--- src/rtl/seq_player.sv ---
// rtl/seq_player.sv - Simon Says pattern playback engine: fetch symbol, light LED, dark gap, done pulse.
module seq_player #(
    parameter int N_LEDS    = 10,
    parameter int SYM_W     = 2,
    parameter int ADDR_W    = 4,
    parameter int MAX_LEVEL = 15,
    parameter int TIME_W    = 26
) (
    input  logic              clk,
    input  logic              reset,
    input  logic              start,
    input  logic              abort,
    input  logic [ADDR_W:0]   level,
    input  logic [TIME_W-1:0] on_time,
    input  logic [TIME_W-1:0] gap_time,
    input  logic [SYM_W-1:0]  rd_data,
    output logic [ADDR_W-1:0] rd_addr,
    output logic              busy,
    output logic              done,
    output logic [N_LEDS-1:0] led_out
);

    typedef enum logic [2:0] {
        S_IDLE,
        S_FETCH,
        S_ON,
        S_GAP,
        S_DONE
    } state_t;

    localparam logic [ADDR_W:0] MAX_LVL = (ADDR_W + 1)'(MAX_LEVEL);

    state_t            state, state_n;
    logic [ADDR_W-1:0] addr_n;
    logic [N_LEDS-1:0] led_n;
    logic              busy_n, done_n;
    logic [TIME_W-1:0] timer, timer_n;
    logic [TIME_W-1:0] on_q, on_n, gap_q, gap_n;
    logic [ADDR_W:0]   lvl_q, lvl_n;
    logic              last_step;
    logic              sym_ok;

    assign last_step = ({1'b0, rd_addr} == (lvl_q - 1'b1));
    // Symbols beyond the LED count play as a dark step with normal timing.
    assign sym_ok    = (32'(rd_data) < 32'(N_LEDS));

    always_comb begin
        state_n = state;
        addr_n  = rd_addr;
        led_n   = led_out;
        busy_n  = busy;
        done_n  = 1'b0;
        timer_n = timer;
        lvl_n   = lvl_q;
        on_n    = on_q;
        gap_n   = gap_q;
        case (state)
            S_IDLE: begin
                if (start && !abort) begin
                    lvl_n  = (level > MAX_LVL) ? MAX_LVL : level;
                    on_n   = (on_time == '0) ? TIME_W'(1) : on_time;
                    gap_n  = (gap_time == '0) ? TIME_W'(1) : gap_time;
                    addr_n = '0;
                    if (level == '0) begin
                        state_n = S_DONE;
                        done_n  = 1'b1;
                        busy_n  = 1'b0;
                    end else begin
                        state_n = S_FETCH;
                        busy_n  = 1'b1;
                    end
                end
            end
            S_FETCH: begin
                state_n = S_ON;
                led_n   = sym_ok ? (N_LEDS'(1) << rd_data) : '0;
                timer_n = on_q - 1'b1;
            end
            S_ON: begin
                if (timer == '0) begin
                    state_n = S_GAP;
                    led_n   = '0;
                    timer_n = gap_q - 1'b1;
                end else begin
                    timer_n = timer - 1'b1;
                end
            end
            S_GAP: begin
                if (timer == '0) begin
                    if (last_step) begin
                        state_n = S_DONE;
                        done_n  = 1'b1;
                        busy_n  = 1'b0;
                        addr_n  = '0;
                    end else begin
                        state_n = S_FETCH;
                        addr_n  = rd_addr + 1'b1;
                    end
                end else begin
                    timer_n = timer - 1'b1;
                end
            end
            S_DONE:  state_n = S_IDLE;
            default: state_n = S_IDLE;
        endcase
        // Abort overrides everything outside IDLE, including a pending done pulse.
        if (abort && state != S_IDLE) begin
            state_n = S_IDLE;
            led_n   = '0;
            busy_n  = 1'b0;
            addr_n  = '0;
            done_n  = 1'b0;
            timer_n = '0;
        end
    end

    always_ff @(posedge clk or posedge reset) begin
        if (reset) begin
            state   <= S_IDLE;
            rd_addr <= '0;
            led_out <= '0;
            busy    <= 1'b0;
            done    <= 1'b0;
            timer   <= '0;
            lvl_q   <= '0;
            on_q    <= '0;
            gap_q   <= '0;
        end else begin
            state   <= state_n;
            rd_addr <= addr_n;
            led_out <= led_n;
            busy    <= busy_n;
            done    <= done_n;
            timer   <= timer_n;
            lvl_q   <= lvl_n;
            on_q    <= on_n;
            gap_q   <= gap_n;
        end
    end

endmodule

--- config.mk ---
export PLATFORM = sky130hd
export DESIGN_NAME = seq_player
export DESIGN_NICKNAME = d
export VERILOG_FILES = /design/src/rtl/seq_player.sv
export SDC_FILE = /design/constraint.sdc
export NUM_CORES = 1
export LEC_CHECK = 0
export CAP_MARGIN = 20
export CORE_MARGIN = 2
export CORE_UTILIZATION = 35
export CTS_CLUSTER_DIAMETER = 40
export DETAILED_ROUTE_END_ITERATION = 7
export GPL_TIMING_DRIVEN = 0
export MAX_ROUTING_LAYER = met4
export SYNTH_ARGS = -nofsm -noshare
export SYNTH_HDL_FRONTEND = slang
export SYNTH_SLANG_ARGS = --single-unit
--- constraint.sdc ---
create_clock -name clk -period 3.6 [get_ports clk]
set_input_delay 0.54 -clock clk [delete_from_list [all_inputs] [get_ports clk]]
set_output_delay 0.54 -clock clk [all_outputs]
set_load 0.03 [all_outputs]
==> metrics.cfg, run 1 <==
[die]
chipWidth_um=134
core.rowCount=47
die_h_um=134
core-area_mm2=0.0166
pin_count=79
die-area_mm2=0.0180
start_util_pct=35.9

[finish]
synthToLayoutAreaGrowth_pct=22.8
stdcell_count=943
design_area_mm2=0.00730
final_layout_size_suffix_gt1_share_pct=12.4
nNetsFinal=786
diodes=0
layout_commonest_cell=dfrtp_1
mostFrequentLayoutCells=dfrtp_1 (96), clkdlybuf4s50_1 (71), mux2_2 (50)
final.fill_count=1604

[clock_network]
cts-resized-gates=0
cts-root-buf=clkbuf_16
clock_path_buffers=2
cts_tree=yes
numCtsBuffers=9
htreeDepth=3
post_cts_buffers=0
hold_buffers=0
insertion_delay_ns=0.36
clk_pin_slew_ns=0.07
clock-sinks=96

[sta]
setup_viol=0
max_slew_margin_pct=29.8
hold_viol=0
clock_skew_ns=0.0108
min_period_over_period_pct=90.4
fin_crit_ns=3.25
slew_viol_final=0
timing.fmax_ghz=0.307
worst_slew_pin_slew_ns=1.05
rsz0062_at_grt=false

[yosys]
yosysWarnings=0
synth_ff_type=dfrtp_1
synth_edf_count=0
async_reset_ff_share_pct=100
syn_inst=630
synth.avg_cell_area_um2=9.44
netlist_area_mm2=0.00595
synth_cell_type_count=68
ys_seq_elements=96
seq_area_frac_synth_pct=40.4

[worst_setup_path]
crit_required_ns=3.84
end_kind=flip-flop
crit_arrival_ns=3.49
worstPathMaxFanout=10
setup.worst_path.class=flip-flop to flip-flop
setup.worst_path.start_class=flip-flop

[grt]
grt_usage_pct=21.3
grt_pass1_vias=5278
antenna_found_initial=0
grt_pass1_wl_um=28600
grt-ovfl-total=0
grt_max_degree=56

[route]
drt_wl_total_um=17900
ant_nets=0
drc=0
wl_per_cell_um=19.0
route.vias.total=5276
dr.first_iter.drc_count=370
dr.pass1.iters=5
viasPerCell=5.59

[placed_design]
hpwl_um=13700
gp_congestion=0.956
place_area_mm2=0.00698
port-buffer-count=71
placedCellCount=927

[power]
power_density_mw_per_mm2=706
peakVddDrop_mv=0.266
power_uw=5160
leakagePower_uw=0.00280

[worst_hold_path]
hold_class=flip-flop to flip-flop

[flow_run]
drv_cap=0

[status]
outcome=complete, no violations

state kept, by name, summed over array words and instances, names as in the netlist:
signal	count
led_out	4
timer	26
state	3
gap_q	26
done	1
busy	1
on_q	26
lvl_q	5
rd_addr	4
kinds of logic (layout without fill, tap and decap cells):
group           Yosys count  in the layout  share of synthesized area, %
simple gates            237            237                          21.2
compound gates          127            127                          14.9
flops                    96             96                          40.4
xor+xnor                 58             58                          8.54
mux                      53             53                          9.97
buf+inv                  53            141                          3.93
fa+ha+maj                 5              5                          1.05
other cells               1              6                        0.0631
path summary, 6_finish.rpt:
check                                       start                endpoint  slack [ns]  cells after the start
setup / recovery             timer[2]$_DFFE_PP0P_   timer[22]$_DFFE_PP0P_        0.35                      7
hold / removal             led_out[2]$_DFFE_PP0P_  led_out[2]$_DFFE_PP0P_        0.49                      2
setup reg to reg             timer[2]$_DFFE_PP0P_   timer[22]$_DFFE_PP0P_        0.35                      7
hold reg to reg            led_out[2]$_DFFE_PP0P_  led_out[2]$_DFFE_PP0P_        0.49                      2
max in group asynchronous                   reset   gap_q[13]$_DFFE_PP0P_        2.32                      3
min in group asynchronous                   reset     on_q[6]$_DFFE_PP0P_        0.59                      2
metal layers:
| metal | up-vias | part of all wire (%) | GRT usage (%) |
|---|---|---|---|
| met5 | - | 0 | - |
| met4 | 0 | 3.0 | 8.95 |
| met3 | 31 | 5.2 | 3.44 |
| met2 | 164 | 49 | 34.6 |
| met1 | 2577 | 43 | 26.4 |
| li1 | 2504 | - | - |
through the flow:
stage / setup slack (ns) / utilization [%] / TNS, ns / hold WS (ns)
2_1_floorplan: 0.555 / - / 0 / 0.474
3_3_place_gp: -1.08 / 41.9 / -102.66 / 0.469
3_5_place_dp: 0.424 / 42.1 / 0 / 0.475
4_1_cts: 0.391 / 44.0 / 0 / 0.491
5_1_grt: 0.203 / 44.0 / 0 / 0.514
6_report: 0.347 / 44.0 / 0 / 0.486
worst max-delay path, stage by stage (launching register included):
cell and delay (ns):
dfrtp_1 0.46, or3_1 0.43, nor3b_1 0.54, nand4_1 0.39, o21ai_2 0.53, buf_2 0.38
a211oi_2 0.07, a221o_1 0.33
layout make-up:
| class | count | area (um2) | area share (%) |
|---|---|---|---|
| timing repair buffer | 72 | 738 | 10.1 |
| sequential | 96 | 2400 | 32.9 |
| clock buffer | 10 | 229 | 3.14 |
| clock inverter | 6 | 92.6 | 1.27 |
| buffer | 34 | 163 | 2.23 |
| multi-input combinational | 486 | 3330 | 45.6 |
| tap | 220 | 275 | 3.77 |
| inverter | 19 | 73.8 | 1.01 |
synth_stat cells, types with 5 or more instances:
cell,number,share of area [%]
o21ai_1,16,1.3
nand2_1,48,3.0
nor4_1,27,2.8
o22ai_1,7,0.74
xor2_1,30,4.4
nor3_1,47,4.0
inv_1,18,1.1
nand4_1,6,0.63
mux2_2,50,9.5
xnor2_1,28,4.1
or3_1,7,0.74
o31ai_1,7,0.88
nand3b_1,5,0.63
a21o_1,5,0.63
nor2_1,42,2.7
dfrtp_1,96,40
a21oi_1,22,1.9
a32o_1,5,0.84
nand2b_1,10,1.1
o21ai_0,14,1.2
clkbuf_1,23,1.5
buf_4,6,0.76
nand3_1,15,1.3
or4_1,6,0.76
ha_1,5,1.1
power breakdown:
| part | leakage (uW) | switching, uW | internal (uW) |
|---|---|---|---|
| clock network | 0.000155 | 439 | 614 |
| registers | 0.00117 | 517 | 1500 |
| logic | 0.00147 | 1140 | 951 |
| total | 0.00280 | 2090 | 3060 |
Note: power is estimated with default switching activity, not from simulation.
==> inputs of run 2 (changes only) <==
--- a/config.mk
+++ b/config.mk
@@ -6,12 +6,16 @@
 export NUM_CORES = 1
 export LEC_CHECK = 0
 export CAP_MARGIN = 20
+export CELL_PAD_IN_SITES_DETAIL_PLACEMENT = 0
+export CELL_PAD_IN_SITES_GLOBAL_PLACEMENT = 1
 export CORE_MARGIN = 2
 export CORE_UTILIZATION = 35
 export CTS_CLUSTER_DIAMETER = 40
 export DETAILED_ROUTE_END_ITERATION = 7
+export DONT_BUFFER_PORTS = 1
 export GPL_TIMING_DRIVEN = 0
 export MAX_ROUTING_LAYER = met4
+export PLACE_DENSITY_LB_ADDON = 0.1
 export SYNTH_ARGS = -nofsm -noshare
 export SYNTH_HDL_FRONTEND = slang
 export SYNTH_SLANG_ARGS = --single-unit
==> run 2 against run 1 <==
Net effect:
- maximum frequency grew 3.8%
- clock power down 9%
- sequential power is essentially flat
- first-iteration DRC count shrank 4.6%
- critical path depth stayed put
==> metrics.cfg, run 2 (synthesis gave the netlist of run 1 again) <==
[clock_network]
cts_tree=yes
numCtsBuffers=9
post_cts_buffers=0
cts-resized-gates=0
clock-sinks=96
htreeDepth=3
clock_path_buffers=2
insertion_delay_ns=0.35
clk_pin_slew_ns=0.07
hold_buffers=0
cts-root-buf=clkbuf_16

[sta]
slew_viol_final=0
min_period_over_period_pct=87.1
fin_crit_ns=3.13
hold_viol=0
fin_setup_tns_ns=0
rsz0062_at_grt=false
max_slew_margin_pct=32.5
worst_slew_pin_slew_ns=1.00
timing.fmax_ghz=0.319
setup_viol=0
clock_skew_ns=0.00568

[worst_setup_path]
worstPathMaxFanout=10
setup.worst_path.start_class=flip-flop
end_kind=flip-flop
crit_arrival_ns=3.37
setup.worst_path.class=flip-flop to flip-flop
crit_required_ns=3.83

[grt]
grt-ovfl-total=0
grt_max_degree=51
grt_pass1_wl_um=27900
grt_pass1_vias=4909
grt_usage_pct=20.9
antenna_found_initial=0

[die]
die_h_um=134
chipWidth_um=134
core.rowCount=47
start_util_pct=35.9
core-area_mm2=0.0166
pin_count=79
die-area_mm2=0.0180

[placed_design]
hpwl_um=13700
placedCellCount=856
place_area_mm2=0.00627
port-buffer-count=0
gp_congestion=0.861

[flow_run]
drv_cap=0

[finish]
stdcell_count=871
reg_top3=gap_q (26), on_q (26), timer (26)
mostFrequentLayoutCells=dfrtp_1 (96), mux2_2 (50), nand2_1 (48)
layout_commonest_cell=dfrtp_1
synthToLayoutAreaGrowth_pct=10.4
diodes=0
nNetsFinal=715
final.fill_count=1682
design_area_mm2=0.00656
final_layout_size_suffix_gt1_share_pct=13.8

[status]
outcome=complete, no violations

[power]
power_density_mw_per_mm2=752
leakagePower_uw=0.00251
peakVddDrop_mv=0.267

[route]
route.vias.total=4887
dr.first_iter.drc_count=353
viasPerCell=5.61
drc=0
drt_wl_total_um=17800
wl_per_cell_um=20.4
dr.pass1.iters=5
ant_nets=0

[worst_hold_path]
hold_class=input pin to async pin

run 2: worst paths after layout:
path,from,to,slack (ns),cells past startpoint
max,timer[2]$_DFFE_PP0P_,timer[22]$_DFFE_PP0P_,0.47,7
max reg2reg,timer[2]$_DFFE_PP0P_,timer[22]$_DFFE_PP0P_,0.47,7
max in group asynchronous,reset,gap_q[0]$_DFFE_PP0P_,2.78,2
min,reset,on_q[20]$_DFFE_PP0P_,0.14,1
min in group clk,rd_data[1],led_out[0]$_DFFE_PP0P_,0.28,1
min reg2reg,timer[18]$_DFFE_PP0P_,timer[18]$_DFFE_PP0P_,0.51,1
run 2: layout make-up:
class,count,area (um2),area share [%]
clock buffer,13,280,4.27
clock inverter,2,12.5,0.191
sequential,96,2400,36.6
buffer,34,163,2.48
inverter,19,73.8,1.12
timing repair buffer,1,27.5,0.419
tap,220,275,4.19
multi-input combinational,486,3330,50.7
run 2: layer usage:
metal | routed length (um) | vias to the layer above | global-route usage (%)
li1 | - | 2365 | -
met1 | 7820 | 2364 | 27.3
met2 | 8480 | 135 | 33.0
met3 | 987 | 23 | 3.17
met4 | 476 | 0 | 7.89
met5 | 0 | - | -
run 2: stage by stage:
stage,util [%],setup slack (ns),total power [uW],hold WS [ns]
3_5_place_dp,37.8,0.539,4000,0.497
4_1_cts,39.6,0.550,4970,0.165
3_3_place_gp,37.6,-0.696,3960,0.492
6_report,39.6,0.465,4940,0.140
2_1_floorplan,-,0.555,3400,0.474
5_1_grt,39.6,0.346,5290,0.194
run 2: worst max-delay path, cell delays in order, from the launching register on:
cell	delay, ns
dfrtp_1	0.46
or3_1	0.42
nor3b_1	0.53
nand4_1	0.41
o21ai_2	0.48
buf_2	0.33
a211oi_2	0.06
a221o_1	0.32
run 2: power by group:
| part | internal [uW] | switching [uW] |
|---|---|---|
| Combinational | 868 | 1080 |
| Clock | 540 | 415 |
| Sequential | 1500 | 538 |
==> inputs of run 3 (changes only) <==
--- a/config.mk
+++ b/config.mk
@@ -10,6 +10,7 @@
 export CELL_PAD_IN_SITES_GLOBAL_PLACEMENT = 1
 export CORE_MARGIN = 2
 export CORE_UTILIZATION = 35
+export CTS_BUF_LIST = sky130_fd_sc_hd__clkbuf_4 sky130_fd_sc_hd__clkbuf_8
 export CTS_CLUSTER_DIAMETER = 40
 export DETAILED_ROUTE_END_ITERATION = 7
 export DONT_BUFFER_PORTS = 1
==> run 3 against run 2 <==
Net effect:
- final area decreased by 1.5%
- wire length increased by 0.10%
- sequential power about the same
- clock power decreased by 25%
- count of clock-buffer cells in the layout unchanged
- worst hold slack got worse by 0.039 ns
- critical path depth unchanged
- combinational power about the same
- die area unchanged
- core utilization decreased by 0.61 points
- critical endpoint unchanged
- largest power group unchanged
- highest routed layer unchanged
==> metrics.cfg, run 3 (synthesis gave the netlist of run 1 again) <==
[status]
outcome=complete, no violations

[worst_setup_path]
r2r_end=timer[22]$_DFFE_PP0P_
crit_required_ns=3.87
setup.worst_path.class=flip-flop to flip-flop
worstPathMaxFanout=10
setup.worst_path.start_class=flip-flop
reg2regPathDepth=7
r2r_setup_slack_ns=0.47
crit_arrival_ns=3.40
crit_end=timer[22]$_DFFE_PP0P_
startpoint=timer[2]$_DFFE_PP0P_
end_kind=flip-flop
r2r_start=timer[2]$_DFFE_PP0P_

[sta]
fin_crit_ns=3.13
setup_slack_ns=0.470
slew_viol_final=0
min_period_over_period_pct=86.9
worst_slew_pin_slew_ns=0.975
max_slew_margin_pct=34.5
clock_skew_ns=0.0114
timing.fmax_ghz=0.319
rsz0062_at_grt=false
whs_ns=0.101
setup_viol=0
hold_viol=0

[die]
core-area_mm2=0.0166
die-area_mm2=0.0180
pin_count=79
core.rowCount=47
chipWidth_um=134
die_h_um=134
start_util_pct=35.9

[placed_design]
hpwl_um=13700
post-place-ws_ns=0.539
place_area_mm2=0.00627
port-buffer-count=0
gp_congestion=0.861

[finish]
final.fill_count=1694
design_area_mm2=0.00646
reg_top3=gap_q (26), on_q (26), timer (26)
final_layout_size_suffix_gt1_share_pct=13.8
multi_input_area_mm2=0.00333
synthToLayoutAreaGrowth_pct=8.67
register_area_mm2=0.00240
layout_commonest_cell=dfrtp_1
mostFrequentLayoutCells=dfrtp_1 (96), mux2_2 (50), nand2_1 (48)
nNetsFinal=715
diodes=0

[grt]
grt_usage_pct=21.0
antenna_found_initial=0
grt_max_degree=51
grt-ovfl-total=0
grt_pass1_vias=4902
grt_pass1_wl_um=27900

[clock_network]
clock_path_buffers=2
cts-resized-gates=0
post_cts_buffers=0
cts_tree=yes
cts-root-buf=clkbuf_8
hold_buffers=0
clock-sinks=96
insertion_delay_ns=0.39
numCtsBuffers=9
htreeDepth=3
clk_pin_slew_ns=0.09

[route]
dr.pass1.iters=7
route.vias.total=4866
drc=0
viasPerCell=5.59
dr.first_iter.drc_count=400
wl_per_cell_um=20.4
drt_wl_total_um=17800
ant_nets=0

[power]
power_density_mw_per_mm2=726
leakagePower_uw=0.00247
peakVddDrop_mv=0.244

[worst_hold_path]
hold_class=input pin to async pin

[flow_run]
drv_cap=0

==> run 3: metal layers <==
layer | vias up | GRT usage (%) | part of all wire [%]
met2 | 127 | 32.7 | 47
li1 | 2359 | - | -
met1 | 2354 | 27.3 | 45
met5 | - | - | 0
met3 | 26 | 3.17 | 5.0
met4 | 0 | 8.77 | 3.0
==> run 3: per-stage QoR <==
step | setup TNS (ns) | power (uW) | instances | util, %
floorplan | 0 | 3400 | 635 | -
global placement | -66.14 | 3960 | 855 | 37.6
detailed placement | 0 | 4000 | 856 | 37.8
CTS | 0 | 4720 | 871 | 39.0
global route | 0 | 5040 | 871 | 39.0
finish | 0 | 4690 | 871 | 39.0
==> run 3: report_power, final <==
part	total (uW)	switching, uW	internal (uW)
Sequential	2030	539	1490
Combinational	1940	1080	868
Clock	717	394	322
==> run 3: worst min-delay path by stage <==
| stage | to | slack [ns] | depth (start not counted) |
|---|---|---|---|
| floorplan | timer[8]$_DFFE_PP0P_ | 0.47 | 1 |
| finish | on_q[20]$_DFFE_PP0P_ | 0.10 | 1 |
| global placement | timer[18]$_DFFE_PP0P_ | 0.49 | 1 |
| global route | on_q[20]$_DFFE_PP0P_ | 0.14 | 1 |
| CTS | on_q[20]$_DFFE_PP0P_ | 0.12 | 1 |
| detailed placement | timer[18]$_DFFE_PP0P_ | 0.50 | 1 |
==> run 3: final cells by class <==
type | instances | area share (%)
clock inverters | 2 | 0.194
flip-flops and latches | 96 | 37.2
inverters | 19 | 1.14
repair buffers | 1 | 0.426
plain buffers | 34 | 2.52
clock buffers | 13 | 2.77
multi-input cells | 486 | 51.5
well taps | 220 | 4.26
==> run 3: worst max-delay path: stages, from the launching register on <==
cell and delay [ns]:
dfrtp_1 0.47, or3_1 0.43, nor3b_1 0.51, nand4_1 0.40, o21ai_2 0.50, buf_2 0.33
a211oi_2 0.05, a221o_1 0.32
==> edit, RTL diff (flow settings as in run 1) <==
Encoding of `state_t`: now one-hot (5 bits for 5 states).
--- a/src/rtl/seq_player.sv
+++ b/src/rtl/seq_player.sv
@@ -20,12 +20,12 @@
     output logic [N_LEDS-1:0] led_out
 );
 
-    typedef enum logic [2:0] {
-        S_IDLE,
-        S_FETCH,
-        S_ON,
-        S_GAP,
-        S_DONE
+    typedef enum logic [4:0] {
+        S_IDLE  = 5'b00001,
+        S_FETCH = 5'b00010,
+        S_ON    = 5'b00100,
+        S_GAP   = 5'b01000,
+        S_DONE  = 5'b10000
     } state_t;
 
     localparam logic [ADDR_W:0] MAX_LVL = (ADDR_W + 1)'(MAX_LEVEL);
Function: same outputs for any inputs over 10 cycles, from zero or initial values and one cycle with reset high; not proved beyond that.
==> edit against run 1 <==
Wire length down 0.89%; worst setup slack better by 150 ps; utilization down 0.87 points; sequential cell count up 2; critical endpoint is now timer[20]$_DFFE_PP0P_; total power down 21%; non-clock buffer count down 5; design area up 1.2%; synthesized area up 2.1%.
==> edit: results (changes against run 1) <==
status: "finished clean"  # unchanged
ctsHtreeMaxLevel: 3  # unchanged
clkbuf_count: 11  # was 10
postPlaceCellArea_sq_um: 7110  # was 6980 sq um
synth_top_flop_cell: "dfrtp_1"  # unchanged
postCtsSetupRepairBufs: 0  # unchanged
fin_skew_ps: 9.42  # was 10.8 ps
synth_top_cells_by_count: "dfrtp_1, nand2_1, nor2_1"  # was dfrtp_1, mux2_2, nand2_1
synth_area_leaders: "dfrtp_1, mux2_2, xor2_1"  # unchanged
path_max_fanout: 10  # unchanged
yosys_warnings: 0  # unchanged
fin_crit_ps: 3110  # was 3250 ps
fill_cells: 1714  # was 1604
inv_count: 16  # was 19
clk_pin_slew_worst_paths_ps: 70  # about the same
worst-r2r-cell-count: 9  # was 7
cpPeakStageDelay_ps: 520  # was 540 ps
final-nonclk-buf-share_pct: 11.9  # was 12.3%
avgRoutedWirePerCell_um: 18.2  # was 19.0 um
endpoint: "timer[20]$_DFFE_PP0P_"  # was timer[22]$_DFFE_PP0P_
numCtsBuffers: 9  # unchanged
post-dp-hpwl_um: 13000  # was 13700 um
io_buffers: 71  # unchanged
drt-initial-drc-count: 499  # was 370
grtUsageTotal_pct: 20.4  # was 21.3%
ir_drop_mv: 0.273  # was 0.266 mV
num_rows: 48  # was 47
ys_seq_elements: 98  # was 96
critPathTopFamily: "simple AND/OR/NAND/NOR gates"  # unchanged
cts_buffer_depth: 2  # unchanged
ys_seq_area_share_pct: 40.4  # about the same
critPathSlowestCell: "nor4_4"  # was nor3b_1
worstHoldPathType: "flop to flop"  # unchanged
crit_path_start_kind: "flop"  # unchanged
via_per_inst: 5.54  # was 5.59
rrSetupSlack_ps: 490  # was 350 ps
cts.repair.resized: 0  # unchanged
timing.hold.ws_ps: 475  # was 486 ps
grt_max_degree: 69  # was 56
grt_pass1_wl_um: 27900  # was 28600 um
multi_input_comb_cells: 523  # was 486
finalSetupViolations: 0  # unchanged
clockRootBuffer: "clkbuf_16"  # unchanged
first_global_vias: 5126  # was 5278
buffers_excl_clock: 101  # was 106
layout-drive-gt1-share_pct: 11.7  # was 12.4%
place_congestion: 0.915  # was 0.956
multi_input_area_share_pct: 46.5  # was 45.6%
worstReg2RegStart: "timer[0]$_DFFE_PP0P_"  # was timer[2]$_DFFE_PP0P_
antenna_found_initial: 0  # unchanged
finalPower_mw: 4.06  # was 5.16 mW
p_leak_nw: 2.83  # was 2.80 nW
seq-cell-share_pct: 33.2  # was 32.9%
crit_arrival_ps: 3350  # was 3490 ps
dpl_worst_slack_ps: 566  # was 424 ps
clk_share_pct: 3.73  # was 4.40%
max_slew.worst_pin.slew_ps: 848  # was 1050 ps
nets: 817  # was 786
synth.distinct_cells: 65  # was 68
## edit: cell count changes in the layout (fill, tap and decap cells not counted), moves of 5 or more
cell      delta
nor3_1      -16
o21ai_1      -9
nand2_1     +14
a21oi_1     +11
nor4_1       +5
o21ai_0     +33
nor2_1       +9
a211oi_1     +8
## edit: logic make-up after synthesis
group	synth area share (%)
buffers and inverters	3.36
flip-flops	40.4
adder cells (fa/ha/maj)	1.03
XOR/XNOR	8.22
multiplexers	9.27
other	0.0618
AND/OR/NAND/NOR	22.5
AO/OA/AOI/OAI	15.2
## edit: how the worst min path moves through the flow
stage	depth (start not counted)	from	to
5_1_grt	2	led_out[3]$_DFFE_PP0P_	led_out[3]$_DFFE_PP0P_
3_5_place_dp	2	led_out[0]$_DFFE_PP0P_	led_out[0]$_DFFE_PP0P_
2_1_floorplan	2	timer[12]$_DFFE_PP0P_	timer[12]$_DFFE_PP0P_
3_3_place_gp	2	led_out[3]$_DFFE_PP0P_	led_out[3]$_DFFE_PP0P_
4_1_cts	2	led_out[1]$_DFFE_PP0P_	led_out[1]$_DFFE_PP0P_
6_report	2	led_out[1]$_DFFE_PP0P_	led_out[1]$_DFFE_PP0P_
## edit: metal layers
metal	GRT usage, %	wire (um)
met3	2.84	977
met4	8.91	625
met1	27.5	8220
met2	30.7	7920
met5	-	0
## edit: power breakdown
| group | total [mW] | internal, mW | switching, mW |
|---|---|---|---|
| logic | 1.34 | 0.613 | 0.730 |
| registers | 1.77 | 1.39 | 0.375 |
| clock network | 0.954 | 0.531 | 0.423 |
## edit: stage by stage
step	std cells	utilization, %	setup TNS [ps]
3_3_place_gp	962	41.4	-114530
5_1_grt	977	43.2	0
2_1_floorplan	666	-	0
4_1_cts	977	43.2	0
3_5_place_dp	963	41.6	0
6_report	977	43.2	0
